<file path="src/rtl/mem_access_ctrl.sv">
// rtl/mem_access_ctrl.sv - byte/half/word load-store initiator for the word-wide data memory
// Optional MEM_ACCESS_CNT_EN adds saturating load_cnt/store_cnt outputs.
module mem_access_ctrl #(
    parameter int ADDR_W   = 32,
    parameter int DM_IDX_W = 6
) (
    input  logic              clk_dm,
    input  logic              rst_n,
    input  logic              req,
    output logic              ready,
    input  logic              op_write,
    input  logic [1:0]        size,
    input  logic              sign_ext,
    input  logic [ADDR_W-1:0] addr,
    input  logic [31:0]       wdata,
    output logic [31:0]       rdata,
    output logic              done,
    output logic              err,
    output logic [ADDR_W-1:0] DM_Addr,
    output logic [31:0]       M_W_Data,
    output logic              Mem_Write,
    input  logic [31:0]       M_R_Data
`ifdef MEM_ACCESS_CNT_EN
    ,
    output logic [15:0]       load_cnt,
    output logic [15:0]       store_cnt
`endif
);

    typedef enum logic [2:0] {
        S_IDLE,
        S_LOAD,
        S_MERGE,
        S_WRITE,
        S_DONE,
        S_ERR
    } state_t;

    state_t            state_q, state_d;
    logic              op_q, op_d;
    logic [1:0]        size_q, size_d;
    logic              sext_q, sext_d;
    logic [ADDR_W-1:0] addr_q, addr_d;
    logic [15:0]       wlo_q, wlo_d;
    logic [31:0]       wbuf_q, wbuf_d;
    logic [31:0]       rdata_q, rdata_d;

    logic              acc_err;
    logic              addr_hi_bad;
    logic [7:0]        byte_sel;
    logic [15:0]       half_sel;
    logic [31:0]       load_val;
    logic [31:0]       merged;

    assign addr_hi_bad = (addr >> (DM_IDX_W + 2)) != '0;

    always_comb begin
        acc_err = addr_hi_bad;
        case (size)
            2'b00:   acc_err = addr_hi_bad;
            2'b01:   acc_err = addr_hi_bad | addr[0];
            2'b10:   acc_err = addr_hi_bad | (addr[1:0] != 2'b00);
            default: acc_err = 1'b1;
        endcase
    end

    // Lane extraction and merge both work off the latched low address bits.
    assign byte_sel = 8'(M_R_Data >> {addr_q[1:0], 3'b000});
    assign half_sel = 16'(M_R_Data >> {addr_q[1], 4'b0000});

    always_comb begin
        load_val = M_R_Data;
        case (size_q)
            2'b00:   load_val = {{24{sext_q & byte_sel[7]}}, byte_sel};
            2'b01:   load_val = {{16{sext_q & half_sel[15]}}, half_sel};
            default: load_val = M_R_Data;
        endcase
    end

    always_comb begin
        merged = M_R_Data;
        if (size_q == 2'b00) begin
            merged[{addr_q[1:0], 3'b000} +: 8] = wlo_q[7:0];
        end else begin
            merged[{addr_q[1], 4'b0000} +: 16] = wlo_q;
        end
    end

    always_comb begin
        state_d = state_q;
        op_d    = op_q;
        size_d  = size_q;
        sext_d  = sext_q;
        addr_d  = addr_q;
        wlo_d   = wlo_q;
        wbuf_d  = wbuf_q;
        rdata_d = rdata_q;
        case (state_q)
            S_IDLE: begin
                if (req) begin
                    op_d   = op_write;
                    size_d = size;
                    sext_d = sign_ext;
                    addr_d = addr;
                    wlo_d  = wdata[15:0];
                    if (acc_err) begin
                        state_d = S_ERR;
                    end else if (!op_write) begin
                        state_d = S_LOAD;
                    end else if (size == 2'b10) begin
                        wbuf_d  = wdata;
                        state_d = S_WRITE;
                    end else begin
                        state_d = S_MERGE;
                    end
                end
            end
            S_LOAD: begin
                rdata_d = load_val;
                state_d = S_DONE;
            end
            S_MERGE: begin
                wbuf_d  = merged;
                state_d = S_WRITE;
            end
            S_WRITE: state_d = S_DONE;
            S_DONE:  state_d = S_IDLE;
            S_ERR:   state_d = S_IDLE;
            default: state_d = S_IDLE;
        endcase
    end

    always_ff @(posedge clk_dm or negedge rst_n) begin
        if (!rst_n) begin
            state_q <= S_IDLE;
            op_q    <= 1'b0;
            size_q  <= 2'b00;
            sext_q  <= 1'b0;
            addr_q  <= '0;
            wlo_q   <= '0;
            wbuf_q  <= '0;
            rdata_q <= '0;
        end else begin
            state_q <= state_d;
            op_q    <= op_d;
            size_q  <= size_d;
            sext_q  <= sext_d;
            addr_q  <= addr_d;
            wlo_q   <= wlo_d;
            wbuf_q  <= wbuf_d;
            rdata_q <= rdata_d;
        end
    end

    // Outputs decode straight from the state register, so reset kills Mem_Write at once.
    assign ready     = (state_q == S_IDLE);
    assign done      = (state_q == S_DONE) || (state_q == S_ERR);
    assign err       = (state_q == S_ERR);
    assign Mem_Write = (state_q == S_WRITE);
    assign DM_Addr   = {addr_q[ADDR_W-1:2], 2'b00};
    assign M_W_Data  = wbuf_q;
    assign rdata     = rdata_q;

`ifdef MEM_ACCESS_CNT_EN
    logic [15:0] load_cnt_q, load_cnt_d;
    logic [15:0] store_cnt_q, store_cnt_d;

    always_comb begin
        load_cnt_d  = load_cnt_q;
        store_cnt_d = store_cnt_q;
        if (state_q == S_DONE) begin
            if (!op_q && load_cnt_q != 16'hFFFF) begin
                load_cnt_d = load_cnt_q + 16'd1;
            end
            if (op_q && store_cnt_q != 16'hFFFF) begin
                store_cnt_d = store_cnt_q + 16'd1;
            end
        end
    end

    always_ff @(posedge clk_dm or negedge rst_n) begin
        if (!rst_n) begin
            load_cnt_q  <= '0;
            store_cnt_q <= '0;
        end else begin
            load_cnt_q  <= load_cnt_d;
            store_cnt_q <= store_cnt_d;
        end
    end

    assign load_cnt  = load_cnt_q;
    assign store_cnt = store_cnt_q;
`endif

endmodule

</file>
<file path="config.mk">
export PLATFORM = sky130hd
export DESIGN_NAME = mem_access_ctrl
export DESIGN_NICKNAME = d
export VERILOG_FILES = /design/src/rtl/mem_access_ctrl.sv
export SDC_FILE = /design/constraint.sdc
export NUM_CORES = 1
export LEC_CHECK = 0
export CAP_MARGIN = 40
export CELL_PAD_IN_SITES_DETAIL_PLACEMENT = 0
export CELL_PAD_IN_SITES_GLOBAL_PLACEMENT = 1
export CORE_MARGIN = 2
export CORE_UTILIZATION = 30
export DETAILED_ROUTE_END_ITERATION = 8
export GPL_ROUTABILITY_DRIVEN = 0
export PLACE_DENSITY = 0.77
export SLEW_MARGIN = 25
export SYNTH_ARGS = -nofsm -noshare
export SYNTH_HDL_FRONTEND = slang
export SYNTH_SLANG_ARGS = --single-unit
</file>
<file path="constraint.sdc">
create_clock -name clk_dm -period 3.1 [get_ports clk_dm]
set_input_delay 0.62 -clock clk_dm [delete_from_list [all_inputs] [get_ports clk_dm]]
set_output_delay 0.62 -clock clk_dm [all_outputs]
set_load 0.02 [all_outputs]
</file>
# After elaboration in Yosys (flattened, before gate mapping)
# Cells that the tools add are included.
# word_totals
register_bits,118
input_bits,103
# op_classes
addsub,2
n_eq_ne,12
shifts,6
mux,15
n_bitwise,4
reduce_logical,10
# ops
cell,n
32-bit 2-to-1 mux,5
32-bit case mux with 2 select lines,2
32-bit bitwise mux,2
32-bit nonzero test,1
16-bit by 7-bit variable shift with 32-bit output (first input constant),1
8-bit by 7-bit variable shift with 32-bit output (first input constant),1
16-bit by 7-bit variable part select with 32-bit output,1
8-bit by 7-bit variable part select with 32-bit output,1
32-bit by 5-bit right shift with 16-bit output,1
32-bit by 5-bit right shift with 8-bit output,1
5-bit negator with 7-bit output,2
3-bit case mux with 3 select lines,1
3-bit by 2-bit equality test with 1-bit output (second input constant),2
3-bit equality test (second input constant),2
3-bit 2-to-1 mux,2
5-bit AND reduction,1
2-bit by 1-bit equality test with 1-bit output (second input constant),2
2-bit zero test,2
2-bit by 1-bit != test with 1-bit output (second input constant),2
2-bit != test (second input constant),2
2-bit nonzero test,2
3-bit by 1-bit equality test with 1-bit output (second input constant),1
3-bit zero test,1
1-bit case mux with 3 select lines,1
8 further kinds,10

# Logic depth before layout (Yosys ltp)
# Gate-level depths: netlist (run 1).
# logic_depth
ltp_word,6
depth_mapped,9

# Worst setup path after synthesis (run 1)
# No wires, ideal clock.
# synth_path
kind,input -> register
startpoint,in size[0]
endpoint,"reg wbuf_q[4], in the netlist M_W_Data[4]"
setup_ns,0.125
arrival_ns,2.113
required_ns,2.975
path_slack_ns,0.862
path_stages,8
path_buffers,1
cell_sequence,inv_1 > ha_1 > nand3_1 > nand2_1 > o21ai_0 > o21ai_1 > buf_2 > mux2_2
# synth_via
elab_chain_cells,4
elab_cells_between_ends,7
classes_between,4 x eq/ne; 1 x mux; 2 x reduce/logical
# synth_rtl
item,line,source
"start, declared",12,"input logic [1:0] size,"
2-bit equality test (tied with other cells),"59, 110",
1-bit case mux with 3 select lines,59,case (size)
2-bit != test (no line),n/a,
5-bit AND reduction (no line) *,n/a,
"end signal, assigned",150,wbuf_q <= wbuf_d;
"end, declared",45,"logic [31:0] wbuf_q, wbuf_d;"
# Mark *: on every way between the ends. The rest lies on a longest branch, timed or not.
# A chain may end at the register's enable or synchronous reset.

# Worst setup path in the final report (run 1)
# layout_path
startpoint,in size[1]
endpoint,"reg wbuf_q[13], in the netlist M_W_Data[13]"
# Same word-level chain as after synthesis.

==> summary.md, run 1 <==
| Metric | Value |
|---|---|
| Hold_buf cts | 0 |
| Pins Over Slew Limit | 0 |
| Post-Place Worst Slack | 0.0927 ns |
| Starting DRT DRC Count | 354 |
| Worst min-delay path class | primary input to async pin |
| Util after Layout | 44.5% |
| Storage element area | 2950 sq um |
| Ys flop type | dfrtp_1 |
| CTS tree | done |
| Share of cells above drive strength 1 | 17.5% |
| Post-layout min period | 2.60 ns |
| Commonest cells after routing, fill and taps aside | clkdlybuf4s50_1, dfrtp_1, mux2_2 |
| Final WL | 20.3 mm |
| FF-to-FF Start | addr_q[1]$_DFFE_PN0P_ |
| Total Nets Final | 872 |
| Dpl hpwl | 15.0 mm |
| Most common cell after layout, fill and taps aside | clkdlybuf4s50_1 |
| Root Driver | clkbuf_16 |
| Clk Latency, worst-skew pair | 0.42 ns |
| Remaining antenna violation count after routing | 0 |
| Required time worst endpoint | 3.43 ns |
| N_diodes | 0 |
| Core area | 20,400 sq um |
| CP Launch Type | primary input |
| Top cell type by total area after synthesis | dfrtp_1 |
| Non-Filler Instances | 1,043 |
| Ports | 203 |
| DRC viols | 0 |
| Fin Hold WS | 0.0204 ns |
| Row count | 52 |
| Worst-path clk slew | 0.06 ns |
| CP Max Fanout | 17 |
| Drt wl/cell | 19.4 um |
| Crit end category | flop |
| Synthesized instance count | 591 |
| Distinct cells, synth | 44 |
| Initial DRT Pass Iterations | 5 |
| Final Instance Area | 9070 sq um |
| Setup bufs post-CTS | 0 |
| Area of the multi-input gates | 2830 sq um |
| Vias per inst | 5.08 |
| Largest net degree at the start of global routing | 56 |
| Synth Warn # | 0 |
| Overall power | 9.59 mW |
| Area after DPL | 8390 sq um |
| Total CTS buffers | 17 |
| # setup viols final | 0 |
| Via count | 5,296 |
| Htree depth | 4 |
| Max Cap Violations | 0 |
| Number of flops mapped to enable cells by yosys | 0 |
| Max-Slew Margin vs Limit | 49.5% |
| Fin. Hold Viols | 0 |
| Die area | 22,000 sq um |
| Area grow syn2layout | 44.9% |
| Setup Crit Path Kind | primary input to flop |
| Leakage power | 3.89 nW |
| Post-CTS sizing | 0 |
| Crit path arrival time | 2.93 ns |
| Power density over the cells | 1060 nW/um^2 |
| GRT Overall Usage | 18.6% |
| Global route total overflow | 0 |
| Initial antenna violation count | 0 |
| Synth top area share | 47.2% |
| Crit. Startpoint | size[1] |
| Post-Synthesis Cell Area | 6260 sq um |
| Fin crit share | 83.8% |
| Fillers | 1,955 |
| Die Span X | 148 um |
| PortBufs | 200 |
| Status | complete, no violations |
| Maximum VDD drop | 550 uV |
| Synth area leaders | dfrtp_1, mux2_2, mux2i_1 |
| Post-Syn Area per Cell | 10.6 sq um |
| Initial core utilization | 30.7% |
| Highest Clock Rate | 0.385 GHz |
| Sequential area share after synthesis | 47.2% |
| Clock buffer depth | 2 |
| RSZ-0062 raised after global routing | no |
| Setup WS post-layout | 0.503 ns |
| Vias in the first global route | 5,359 |
| Placed cell count | 1,010 |
| Setup Skew | 0.00988 ns |
| Die Y | 148 um |
| Worst-Margin Slew | 0.736 ns |
| First-pass GRT wire length | 31.1 mm |
| Post-synth ARST share | 100% |
| Fin Setup TNS | 0 ns |
| Synth Register Bits | 118 |
| Clk sinks | 118 |
-- synthesized netlist by cell type, types with 2 or more instances --
master / n
a211oi_1: 16
a21oi_1: 26
a221oi_1: 33
a222oi_1: 7
a31oi_1: 2
and2_1: 4
buf_1: 2
buf_2: 10
buf_4: 32
clkbuf_1: 28
dfrtp_1: 118
ha_1: 8
inv_1: 23
mux2_2: 73
mux2i_1: 33
nand2_1: 39
nand3_1: 33
nand3b_1: 8
nor2_1: 38
nor2b_1: 4
nor3_1: 3
nor4_1: 6
o21ai_0: 21
o21bai_1: 3
or2_2: 2
-- sequential cells by signal, indices dropped and copies added (netlist names) --
| name | count |
|---|---|
| size_q | 2 |
| rdata | 32 |
| sext_q | 1 |
| M_W_Data | 32 |
| addr_q | 32 |
| state_q | 3 |
| wlo_q | 16 |
-- path summary, 6_finish.rpt --
| check | to | cells past startpoint | slack, ns |
|---|---|---|---|
| max | M_W_Data[13]$_DFFE_PN0P_ | 10 | 0.50 |
| min | rdata[24]$_DFFE_PN0N_ | 1 | 0.02 |
| max reg2reg | M_W_Data[21]$_DFFE_PN0P_ | 7 | 0.59 |
| min reg2reg | rdata[28]$_DFFE_PN0N_ | 2 | 0.49 |
| max in group asynchronous | addr_q[15]$_DFFE_PN0P_ | 3 | 2.32 |
| min in group clk_dm | rdata[28]$_DFFE_PN0N_ | 2 | 0.49 |
-- cell type report --
type,instances,area share (%)
timing repair buffer,223,24.5
clock inverter,9,1.90
multi-input combinational,378,31.2
sequential,118,32.6
clock buffer,22,5.23
inverter,23,0.952
tap,270,3.72
-- logic make-up (layout without fill, tap and decap cells) --
group | Yosys count | count (layout) | share of synthesized area (%)
other | 1 | 2 | 0.0599
adders and majority gates | 8 | 8 | 1.60
DFF | 118 | 118 | 47.2
and+or+nand+nor | 145 | 145 | 11.1
muxes | 107 | 107 | 18.8
AOI/OAI and AO/OA | 116 | 116 | 13.2
buffers and inverters | 96 | 277 | 7.99
-- worst max-delay path, cell delays in order --
cell             delay [ns]
clkdlybuf4s50_1        0.54
inv_1                  0.06
ha_1                   0.30
nand3_1                0.08
nand2_1                0.10
nor3_1                 0.07
buf_4                  0.15
o21ai_4                0.51
buf_12                 0.25
mux2i_1                0.22
-- power by group --
part,switching [mW],internal (mW),total [mW]
combinational,2.33,2.16,4.49
clock,0.713,1.48,2.19
sequential,0.610,2.29,2.91
-- metal layers --
metal | routed length [um] | global-route usage, % | vias to the layer above
met1 | 8940 | 24.9 | 2597
li1 | - | - | 2466
met2 | 9440 | 29.1 | 216
met5 | 0 | 0 | -
met4 | 276 | 5.19 | 0
met3 | 1600 | 5.64 | 17
Power figures use the tool's default switching activity.
==> run 2: changes to the inputs <==
Clock period 3.1 ns to 2.5 ns, I/O delays scaled along.
==> summary.md, run 2 (synthesis gave the netlist of run 1 again) <==
| Metric | Value |
|---|---|
| Status | complete, no violations |
| Clk sinks | 118 (unchanged) |
| Total Nets Final | 884 (+1.4%) |
| CTS tree | done |
| Most common cell after layout, fill and taps aside | clkdlybuf4s50_1 |
| Largest net degree at the start of global routing | 67 (+20%) |
| Worst min-delay path class | flop to flop |
| Fin crit share | 96.0% |
| CP Max Fanout | 10 (-7) |
| Share of cells above drive strength 1 | 19.0% (+1.5 points) |
| Fin Setup TNS | 0 ns (unchanged) |
| DRC viols | 0 (unchanged) |
| Max-Slew Margin vs Limit | 48.6% (-0.93 points) |
| Remaining antenna violation count after routing | 0 (unchanged) |
| Drt wl/cell | 19.3 um (-0.54%) |
| Fin. Hold Viols | 0 (unchanged) |
| Starting DRT DRC Count | 408 (+15%) |
| Total CTS buffers | 17 (unchanged) |
| Global route total overflow | 0 (unchanged) |
| Commonest cells after routing, fill and taps aside | clkdlybuf4s50_1, dfrtp_1, mux2_2 |
| Final WL | 20.4 mm (+0.61%) |
| CP Launch Type | flop |
| Ports | 203 (unchanged) |
| Power density over the cells | 1290 nW/um^2 (+22%) |
| Vias in the first global route | 5,378 (+0.35%) |
| Core area | 20,400 sq um (unchanged) |
| Row count | 52 (unchanged) |
| Root Driver | clkbuf_16 |
| Leakage power | 3.93 nW (+0.95%) |
| Vias per inst | 5.10 (+0.45%) |
| Highest Clock Rate | 0.416 GHz |
| Final Instance Area | 9140 sq um (+0.76%) |
| Setup Crit Path Kind | flop to output pin |
| Initial antenna violation count | 0 (unchanged) |
| Clk Latency, worst-skew pair | 0.42 ns (about the same) |
| Die Y | 148 um (unchanged) |
| Initial DRT Pass Iterations | 6 (+1) |
| Crit end category | output pin |
| Area after DPL | 8500 sq um (+1.4%) |
| Via count | 5,381 (+1.6%) |
| Maximum VDD drop | 675 uV (+23%) |
| Setup Skew | 0.0108 ns (+0.000878 ns) |
| Area grow syn2layout | 46.0% |
| GRT Overall Usage | 18.7% (+0.13 points) |
| Die area | 22,000 sq um (unchanged) |
| Fin Hold WS | 0.486 ns (+0.465 ns) |
| First-pass GRT wire length | 31.3 mm (+0.71%) |
| N_diodes | 0 (unchanged) |
| RSZ-0062 raised after global routing | no |
| Crit path arrival time | 1.90 ns (-1.03 ns) |
| Required time worst endpoint | 2.00 ns (-1.43 ns) |
| Clock buffer depth | 2 (unchanged) |
| Max Cap Violations | 0 (unchanged) |
| Die Span X | 148 um (unchanged) |
| Initial core utilization | 30.7% (unchanged) |
| Post-layout min period | 2.40 ns |
| Worst-path clk slew | 0.06 ns (about the same) |
| Dpl hpwl | 15.3 mm (+1.9%) |
| Htree depth | 4 (unchanged) |
| Worst-Margin Slew | 0.765 ns (+0.0291 ns) |
| PortBufs | 200 (unchanged) |
| Pins Over Slew Limit | 0 (unchanged) |
| Overall power | 11.8 mW (+23%) |
| # setup viols final | 0 (unchanged) |
## run 2: changes by cell type in the layout (fill, tap and decap cells not counted), sizes merged
cell / previous run / this run
dlygate4sd3: 0 / 1
clkbuf: 22 / 19
buf: 24 / 35
clkinvlp: 1 / 3
clkinv: 3 / 6
bufinv: 5 / 3
## run 2: repair_timing
item | CTS | global route
endpoints found under the setup margin | 0 | 23
setup buffers | 0 | 1
endpoints found under the hold margin | 22 | 0
resized for setup | 0 | 1
hold buffers | 1 | 0
## run 2: metrics by stage
stage          util, %  instances  setup WS (ns)
2_1_floorplan        -        592          0.338
3_3_place_gp      41.7       1022         -0.290
3_5_place_dp      41.7       1022         -0.359
4_1_cts           44.8       1054         0.0395
5_1_grt           44.9       1055         0.0116
6_report          44.9       1055         0.0990
## run 2: worst paths after layout
check | slack, ns | cells after the start | from | endpoint
worst max-delay path | 0.1 | 2 | state_q[1]$_DFFE_PN0P_ | ready
worst max register to register | 0.14 | 7 | addr_q[0]$_DFFE_PN0P_ | M_W_Data[21]$_DFFE_PN0P_
max in group asynchronous | 1.23 | 3 | rst_n | addr_q[2]$_DFFE_PN0P_
worst min register to register | 0.49 | 2 | rdata[5]$_DFFE_PN0N_ | rdata[5]$_DFFE_PN0N_
min in group asynchronous | 0.54 | 2 | rst_n | M_W_Data[10]$_DFFE_PN0P_
worst min-delay path | 0.49 | 2 | rdata[5]$_DFFE_PN0N_ | rdata[5]$_DFFE_PN0N_
## run 2: power breakdown
part | switching (mW) | total [mW] | internal (mW)
sequential | 0.690 | 3.54 | 2.85
clock | 0.922 | 2.53 | 1.61
combinational | 2.97 | 5.70 | 2.73
## run 2: final cells by class
cell class	count	area, sq um
Timing Repair Buffer	235	2330
Tap cell	270	338
Sequential cell	118	2950
Multi-Input combinational cell	378	2830
Clock buffer	19	453
Clock inverter	12	154
Fill cell	1972	11200
Inverter	23	86.3
## run 2: worst max-delay path: stages (launching register included)
cell and delay (ns):
dfrtp_1 0.48, nor3_2 0.31, clkdlybuf4s50_1 0.69
## run 2: per-layer routing
metal | vias up | routed length, um | global-route usage, %
li1 | 2486 | - | -
met1 | 2656 | 8860 | 25.0
met2 | 222 | 9460 | 29.1
met3 | 17 | 1770 | 6.04
met4 | 0 | 291 | 5.33
met5 | - | 0 | 0
